<file path="config.mk">
export PLATFORM = sky130hd
export DESIGN_NAME = compute_t
export DESIGN_NICKNAME = d
export VERILOG_FILES = /design/src/rtl/compute_t.sv
export SDC_FILE = /design/constraint.sdc
export NUM_CORES = 2
export LEC_CHECK = 0
export ABC_AREA = 1
export BUFFER_PORTS_ARGS = -buffer_cell sky130_fd_sc_hd__buf_4
export CORE_MARGIN = 2
export CORE_UTILIZATION = 60
export CTS_CLUSTER_DIAMETER = 80
export DETAILED_ROUTE_END_ITERATION = 12
export HOLD_SLACK_MARGIN = 0.02
export PLACE_DENSITY = 0.74
export SYNTH_ARGS = -nofsm -noshare
export SYNTH_HDL_FRONTEND = slang
export SYNTH_SLANG_ARGS = --single-unit
</file>
<file path="constraint.sdc">
create_clock -name CLOCK_50_I -period 11.85 [get_ports CLOCK_50_I]
set_input_delay 2.37 -clock CLOCK_50_I [delete_from_list [all_inputs] [get_ports CLOCK_50_I]]
set_output_delay 2.37 -clock CLOCK_50_I [all_outputs]
set_load 0.02 [all_outputs]
</file>
<file path="src/rtl/compute_t.sv">
// T = S'*C for one 8x8 block: reads DPRAM0[64..127], writes DPRAM1[0..63]; 17 cycles per row, 138 start-to-idle.
// No backpressure: fixed 1-cycle read latency assumed, CT_start is sampled only while idle.
module compute_t (
   input  logic        CLOCK_50_I,
   input  logic        Reset,
   input  logic        CT_start,
   output logic        CT_done,
   output logic [6:0]  CT_read_address,
   input  logic [31:0] CT_read_data,
   output logic [6:0]  CT_write_address,
   output logic [31:0] CT_write_data,
   output logic        CT_write_enable
);
   typedef enum logic [2:0] {S_CT_IDLE, S_CT_READ, S_CT_ACC, S_CT_WRITE, S_CT_DONE} state_t;

   // K_TAB[8*u + x]
   localparam logic signed [12:0] K_TAB [64] = '{
      13'sd1448,  13'sd1448,  13'sd1448,  13'sd1448,  13'sd1448,  13'sd1448,  13'sd1448,  13'sd1448,
      13'sd2008,  13'sd1702,  13'sd1137,  13'sd399,  -13'sd399,  -13'sd1137, -13'sd1702, -13'sd2008,
      13'sd1892,  13'sd783,  -13'sd783,  -13'sd1892, -13'sd1892, -13'sd783,   13'sd783,   13'sd1892,
      13'sd1702, -13'sd399,  -13'sd2008, -13'sd1137,  13'sd1137,  13'sd2008,  13'sd399,  -13'sd1702,
      13'sd1448, -13'sd1448, -13'sd1448,  13'sd1448,  13'sd1448, -13'sd1448, -13'sd1448,  13'sd1448,
      13'sd1137, -13'sd2008,  13'sd399,   13'sd1702, -13'sd1702, -13'sd399,   13'sd2008, -13'sd1137,
      13'sd783,  -13'sd1892,  13'sd1892, -13'sd783,  -13'sd783,   13'sd1892, -13'sd1892,  13'sd783,
      13'sd399,  -13'sd1137,  13'sd1702, -13'sd2008,  13'sd2008, -13'sd1702,  13'sd1137, -13'sd399
   };

   state_t             state_q, state_d;
   logic [2:0]         r_q, r_d, k_q, k_d, c_q, c_d;
   logic signed [31:0] acc_q [8];
   logic signed [31:0] acc_d [8];
   logic [6:0]         wr_addr_q, wr_addr_d;
   logic [31:0]        wr_data_q, wr_data_d;
   logic signed [31:0] s_ext;
   logic signed [31:0] wr_live;
   logic [2:0]         kk;
   logic               unused_hi;

   assign s_ext     = {{16{CT_read_data[15]}}, CT_read_data[15:0]};
   assign unused_hi = ^CT_read_data[31:16];
   assign wr_live   = acc_q[c_q] >>> 8;

   always_ff @(posedge CLOCK_50_I or posedge Reset) begin
      if (Reset) begin
         state_q   <= S_CT_IDLE;
         r_q       <= 3'd0;
         k_q       <= 3'd0;
         c_q       <= 3'd0;
         wr_addr_q <= 7'd0;
         wr_data_q <= 32'd0;
         for (int i = 0; i < 8; i++) acc_q[i] <= 32'sd0;
      end else begin
         state_q   <= state_d;
         r_q       <= r_d;
         k_q       <= k_d;
         c_q       <= c_d;
         wr_addr_q <= wr_addr_d;
         wr_data_q <= wr_data_d;
         for (int i = 0; i < 8; i++) acc_q[i] <= acc_d[i];
      end
   end

   always_comb begin
      state_d = state_q;
      case (state_q)
         S_CT_IDLE:  if (CT_start) state_d = S_CT_READ;
         S_CT_READ:  if (k_q == 3'd7) state_d = S_CT_ACC;
         S_CT_ACC:   state_d = S_CT_WRITE;
         S_CT_WRITE: if (c_q == 3'd7) state_d = (r_q == 3'd7) ? S_CT_DONE : S_CT_READ;
         S_CT_DONE:  state_d = S_CT_IDLE;
         default:    state_d = S_CT_IDLE;
      endcase
   end

   // Read data lags the address by one cycle, so READ at k folds in column k-1 and ACC folds in k=7.
   always_comb begin
      r_d       = r_q;
      k_d       = k_q;
      c_d       = c_q;
      wr_addr_d = wr_addr_q;
      wr_data_d = wr_data_q;
      for (int i = 0; i < 8; i++) acc_d[i] = acc_q[i];
      kk = (state_q == S_CT_ACC) ? 3'd7 : k_q - 3'd1;
      case (state_q)
         S_CT_READ: begin
            k_d = k_q + 3'd1;
            for (int i = 0; i < 8; i++)
               acc_d[i] = (k_q == 3'd0) ? 32'sd0
                        : acc_q[i] + s_ext * 32'(K_TAB[{i[2:0], kk}]);
         end
         S_CT_ACC: begin
            c_d = 3'd0;
            for (int i = 0; i < 8; i++)
               acc_d[i] = acc_q[i] + s_ext * 32'(K_TAB[{i[2:0], kk}]);
         end
         S_CT_WRITE: begin
            c_d       = c_q + 3'd1;
            wr_addr_d = {1'b0, r_q, c_q};
            wr_data_d = wr_live;
            if (c_q == 3'd7 && r_q != 3'd7) begin
               r_d = r_q + 3'd1;
               k_d = 3'd0;
            end
         end
         default: begin
            r_d = 3'd0;
            k_d = 3'd0;
            c_d = 3'd0;
         end
      endcase
   end

   always_comb begin
      CT_done          = (state_q == S_CT_DONE);
      CT_write_enable  = (state_q == S_CT_WRITE);
      CT_read_address  = (state_q == S_CT_READ) ? {1'b1, r_q, k_q} : 7'd0;
      CT_write_address = CT_write_enable ? {1'b0, r_q, c_q} : wr_addr_q;
      CT_write_data    = CT_write_enable ? wr_live : wr_data_q;
   end
endmodule
</file>
======== Yosys cells after proc, flatten, opt, wreduce, memory -nomap -nowiden ========
Memories as Yosys holds them, arrays and structs flattened.
Cells that the tools add are included.
operators by class
  divide/modulo/power cells ............... 0
  reduce and logical (&&, ||, !) cells .... 8
  magnitude comparators ................... 9
  eq/ne operators ......................... 12
  bitwise gates (word level) .............. 11
  shift-type cells ........................ 0
  muxes and demuxes ....................... 42
  $mul .................................... 8
  add/sub/neg operators ................... 12
operators by type and width
  cell                                                                    number
  256-bit case mux with 2 select lines                                    1
  32-bit 2-to-1 mux                                                       11
  16-bit by 13-bit multiplier with 29-bit output                          8
  32-bit by 29-bit adder with 32-bit output                               7
  13-bit 2-to-1 mux                                                       16
  32-bit binary-select mux with 3-bit select                              1
  7-bit >= comparator (second input constant)                             8
  32-bit adder                                                            1
  6-bit NOT with 7-bit output                                             4
  3-bit 2-to-1 mux                                                        7
  7-bit 2-to-1 mux                                                        2
  5-bit NOT with 7-bit output                                             2
  3-bit equality test (second input constant)                             4
  3-bit case mux with 2 select lines                                      2
  3-bit case mux with 4 select lines                                      1
  3-bit by 1-bit adder with 3-bit output (second input constant)          3
  3-bit case mux with 3 select lines                                      1
  3-bit NOT with 7-bit output                                             1
  4-bit NOT with 7-bit output                                             1
  3-bit by 2-bit equality test with 1-bit output (second input constant)  2
  3-bit logical NOT                                                       2
  4-bit >= comparator (second input constant)                             1
  2-bit by 1-bit != test with 1-bit output (second input constant)        2
  2-bit != test (second input constant)                                   2
  other kinds (10)                                                        12
storage, ports and cells
  memory bits (writable) .................. 0
  output and inout bits ................... 48
  flip-flop bits (word level) ............. 307
  latch bits .............................. 0
  memory bits (read-only) ................. 6656
  memories ................................ 8
memories
  memory           depth  bits a word  read ports  clocked after Yosys merged registers in  wr ports  line  source
  (no name shown)  64     13           1           0                                        0         94    acc_d[i] = acc_q[i] + s_ext * 32'(K_TAB[{i[2:0], kk}]);
  (no name shown)  64     13           1           0                                        0         94
  (no name shown)  64     13           1           0                                        0         94
  (no name shown)  64     13           1           0                                        0         94
  (no name shown)  64     13           1           0                                        0         94
  (no name shown)  64     13           1           0                                        0         94
  2 more memories  --     --           --          --                                       --        --

======== Depth between registers and ports, before layout ========
  depth after elaboration ................. 10
  mapped depth ............................ 43

======== Worst setup path before layout ========
Ideal clock, no wire load.
  kind .................................... input-to-reg
  start ................................... in CT_read_data[15]
  end ..................................... reg acc_q[191] (netlist bit)
  arrival ................................. 9.982 ns
  required time ........................... 11.733 ns
  buffers on the path ..................... 1
  path slack .............................. 1.751 ns
  stages on the path ...................... 33
  library setup time ...................... 0.117 ns
  path through ............................ inv_1 > buf_2 > nor2_1 > inv_1 > fa_1 > fa_1 > inv_1 > fa_1 > inv_1 > fa_1 > fa_1 > inv_1 > ha_1 > ha_1 > nand2_1 > nor2_1 > nand2_1 > nor2_1 > nand2_1 > nand3_1 > inv_1 > nand3_1 > nand2_1 > ha_1 > inv_1 > nor3_1 > nand2_1 > nor3_1 > a21oi_1 > nand3_1 > nand2_1 > nand2_1 > nand2_1
between the ends
  cells in the longest elaborated chain, start to end .. 4
RTL lines
  element                                           line  source
  start, declared                                   9     input logic [31:0] CT_read_data,
  16-bit by 13-bit multiplier with 29-bit output *  94
  32-bit by 29-bit adder with 32-bit output *       94
  32-bit 2-to-1 mux                                 88    acc_d[i] = (k_q == 3'd0) ? 32'sd0
  256-bit case mux with 2 select lines *            84    case (state_q)
  end, declared                                     30    logic signed [31:0] acc_q [8];
Every way passes the cells marked *; elsewhere a longest branch is shown, timed or not.
A chain may end at the register's enable or synchronous reset.

======== Worst setup path after layout ========
  start ................................... reg k_q[0]
  end ..................................... reg acc_q[191] (netlist bit)
between the ends
  cells in the longest elaborated chain, start to end .. 10
  elaborated cells on any way between the ends .. 11
  those cells by class .................... 2 x add/sub; 1 x mul; 5 x mux; 1 x bitwise; 1 x reduce/logical; 1 x memory
RTL lines
  element                                               line    source
  start, declared                                       29      logic [2:0] r_q, r_d, k_q, k_d, c_q, c_d;
  start signal, assigned                                55      k_q <= k_d;
  3-bit by 1-bit subtractor with 3-bit output           83      kk = (state_q == S_CT_ACC) ? 3'd7 : k_q - 3'd1;
  3-bit 2-to-1 mux                                      83
  5-bit NOT with 7-bit output (not written as such)     89, 94
  memory 64 x 13 bit                                    --
  13-bit 2-to-1 mux (not written as such) (2 in a row)  94
  16-bit by 13-bit multiplier with 29-bit output        94
  32-bit by 29-bit adder with 32-bit output             94
  32-bit 2-to-1 mux                                     88
  256-bit case mux with 2 select lines *                84
Every way passes the cells marked *; elsewhere a longest branch is shown, timed or not. The select of a mux whose other input is x is not followed.

==> results.tsv <==
stage	metric	value	unit
detailed_routing	post-DR vias/cell	5.91	
hold_path	HP Class	reg -> reg	
detailed_routing	final wirelength	269000	um
setup_path	CP max stage cell	fa_1	
timing	Slew headroom	0.711	%
logic_synthesis	cell taking the most area after synthesis	fa_1	
floorplan	Total Die Area	129000	um^2
setup_path	worst endpoint required time	12450	ps
layout	Post-layout nets	11300	
logic_synthesis	Syn Inst Count	8896	
timing	Slew Viols, Final	0	
setup_path	Reg-to-Reg End	acc_q[191]	
setup_path	Crit path top cell by count	nand2_1	
logic_synthesis	Post-synth EDFFs	0	
placement	hpwl dp	222000	um
timing	TNS Setup	0	ps
floorplan	Std-Cell Rows	130	
detailed_routing	Iteration-0 DRC Markers	6265	
layout	area grow syn2layout	5.60	%
floorplan	DIE HEIGHT	360	um
timing	part of the cycle the worst path needs	87.3	%
setup_path	Worst Path Arrival	10940	ps
logic_synthesis	Async SR Flop Fraction	100	%
setup_path	crit path to	acc_q[191]	
timing	final hold violation count	0	
logic_synthesis	top cells by area, synth	fa_1, ha_1, inv_1	
logic_synthesis	syn_nets	11300	
logic_synthesis	Synth Flop Type	dfrtp_1	
placement	Post-Place Cells	10500	
logic_synthesis	Synth top area share	41.7	%
timing	Final setup viols	0	
placement	dpl ws	1370	ps
clock_tree	TritonCTS clock tree	done	
run_status	failing checks	capacitance limit	
clock_tree	post-CTS setup buffers	0	
clock_tree	H-Tree Depth	2	
setup_path	crit path launch type	register	
placement	Routability Congestion	1.04	
logic_synthesis	cell area after synthesis	75900	um^2
timing	fmax	96.7	MHz
setup_path	Worst R2R Start	k_q[0]	
timing	setup repair after global routing missed its margin	false	
clock_tree	hold_buf cts	0	
clock_tree	post-cts repair resize count	0	
setup_path	slack of the worst reg-to-reg path	1500	ps
detailed_routing	TritonRoute pass-1 iters	6	
clock_tree	Sink Count	301	
clock_tree	CTS Buffer Depth	3	
clock_tree	CTS buffer count	47	
floorplan	Die X	360	um
clock_tree	clock latency on the worst-skew pair	660	ps
placement	port bufs	66	
detailed_routing	wire per inst	25.3	um
detailed_routing	DRC	0	
timing	final setup margin	1500	ps
setup_path	Worst Reg2Reg Path Length in Cells	42	
detailed_routing	Routed Antenna Nets	0	
logic_synthesis	syn avg cell area	8.54	um^2
global_route	total congestion overflow	0	
global_route	antenna violations before repair	8	
global_route	pin count of the biggest net entering global routing	98	
setup_path	WS Path Type	reg -> reg	
logic_synthesis	FF+latch count, synth	301	
layout	Fillers	10800	
run	max-cap violation count	1	
layout	most common cell after layout, fill and taps aside	inv_1	
setup_path	crit path capture type	register	
global_route	first-pass GRT wire length	406000	um
floorplan	total core area	126000	um^2
global_route	Total GRT Usage	42.6	%
clock_tree	clk slew on worst S/H paths	60	ps
timing	Clock Skews	26.6	ps
setup_path	Crit Path Max Fanout	28	
run_status	status	finished with violations	
logic_synthesis	Ys Warns	0	
floorplan	Initial Util	60.5	%
timing	Period minus WS final	10350	ps
setup_path	Crit. Startpoint	k_q[0]	
layout	share of post-route cells with drive strength above 1	3.90	%
logic_synthesis	fraction of the yosys area taken by sequential cells	9.92	%
floorplan	I/O pin count	83	
logic_synthesis	Synth cell types	55	
global_route	vias in the first global route	65000	
layout	most frequent cells in the layout	inv_1, fa_1, nand2_1	
setup_path	crit-path max cell delay	670	ps
layout	Non-Filler Instances	10600	
detailed_routing	total number of vias	62700	
clock_tree	Root Driver	clkbuf_16	
timing	Slew @ Worst Pin	1480	ps
Yosys cell counts (63+ instances only):
| master | instances |
|---|---|
| dfrtp_1 | 301 |
| nand3_1 | 190 |
| nand2_1 | 1430 |
| inv_1 | 2082 |
| o21ai_0 | 530 |
| clkbuf_1 | 148 |
| xor2_1 | 108 |
| fa_1 | 1582 |
| a21oi_1 | 416 |
| nor3_1 | 63 |
| ha_1 | 782 |
| nor2_1 | 787 |
layer usage:
| layer | GRT usage, % | vias to the layer above | part of all wire, % |
|---|---|---|---|
| met4 | 26.5 | 8 | 8.1 |
| met5 | 0.444 | - | 0.039 |
| met2 | 61.2 | 3572 | 42 |
| met3 | 13.5 | 797 | 13 |
| li1 | - | 27100 | - |
| met1 | 56.2 | 31200 | 38 |
worst min-delay path by stage:
stage	end	depth (start not counted)	startpoint	slack [ps]
final	wr_data_q[30]	2	wr_data_q[30]	480
after global routing	wr_data_q[30]	2	wr_data_q[30]	490
after CTS	wr_data_q[30]	2	wr_data_q[30]	480
after detailed placement	wr_data_q[30]	2	wr_data_q[30]	460
after global placement	wr_data_q[30]	2	wr_data_q[30]	460
after floorplan	acc_q[101]	2	acc_q[101]	460
worst max-delay path, delay by kind of cell (launching register included):
| kind | cells | cell delay [ps] |
|---|---|---|
| buffers and inverters | 12 | 2340 |
| flip-flops | 1 | 480 |
| AND/OR/NAND/NOR | 20 | 3160 |
| AO/OA/AOI/OAI | 1 | 190 |
| adder cells (fa/ha/maj) | 9 | 4080 |
flip-flops by register name (all words and copies together) (netlist names):
name,cells
acc_q,250
c_q,3
k_q,3
r_q,3
state_q,3
wr_addr_q,7
wr_data_q,32
layout make-up:
cell class / instances / area (um^2) / area share [%]
Antenna cell: 6 / 15.0 / 0.0187
Multi-Input combinational cell: 6255 / 59600 / 74.3
Sequential cell: 301 / 7540 / 9.40
Timing Repair Buffer: 201 / 1510 / 1.89
Clock buffer: 64 / 1310 / 1.63
Inverter: 2112 / 7950 / 9.91
Tap cell: 1650 / 2060 / 2.57
Clock inverter: 20 / 221 / 0.276
kinds of logic after synthesis:
family / Yosys count / share of synthesized area, %
xor+xnor: 153 / 1.76
buf+inv: 2340 / 11.7
simple gates: 2549 / 13.4
fa+ha+maj: 2364 / 54.6
other cells: 1 / 0.00494
flops: 301 / 9.92
compound gates: 1188 / 8.65
metrics by stage:
step           utilization (%)  hold slack, ps  cell area, um^2
2_1_floorplan                -             457            75900
6_report                  63.9             484            80200
3_5_place_dp              62.6             463            78600
3_3_place_gp              62.6             460            78600
5_1_grt                   63.8             487            80200
4_1_cts                   63.8             480            80200
Power is not shown: default switching activity piles up to over one toggle a cycle in this logic, so the estimate is an artifact.
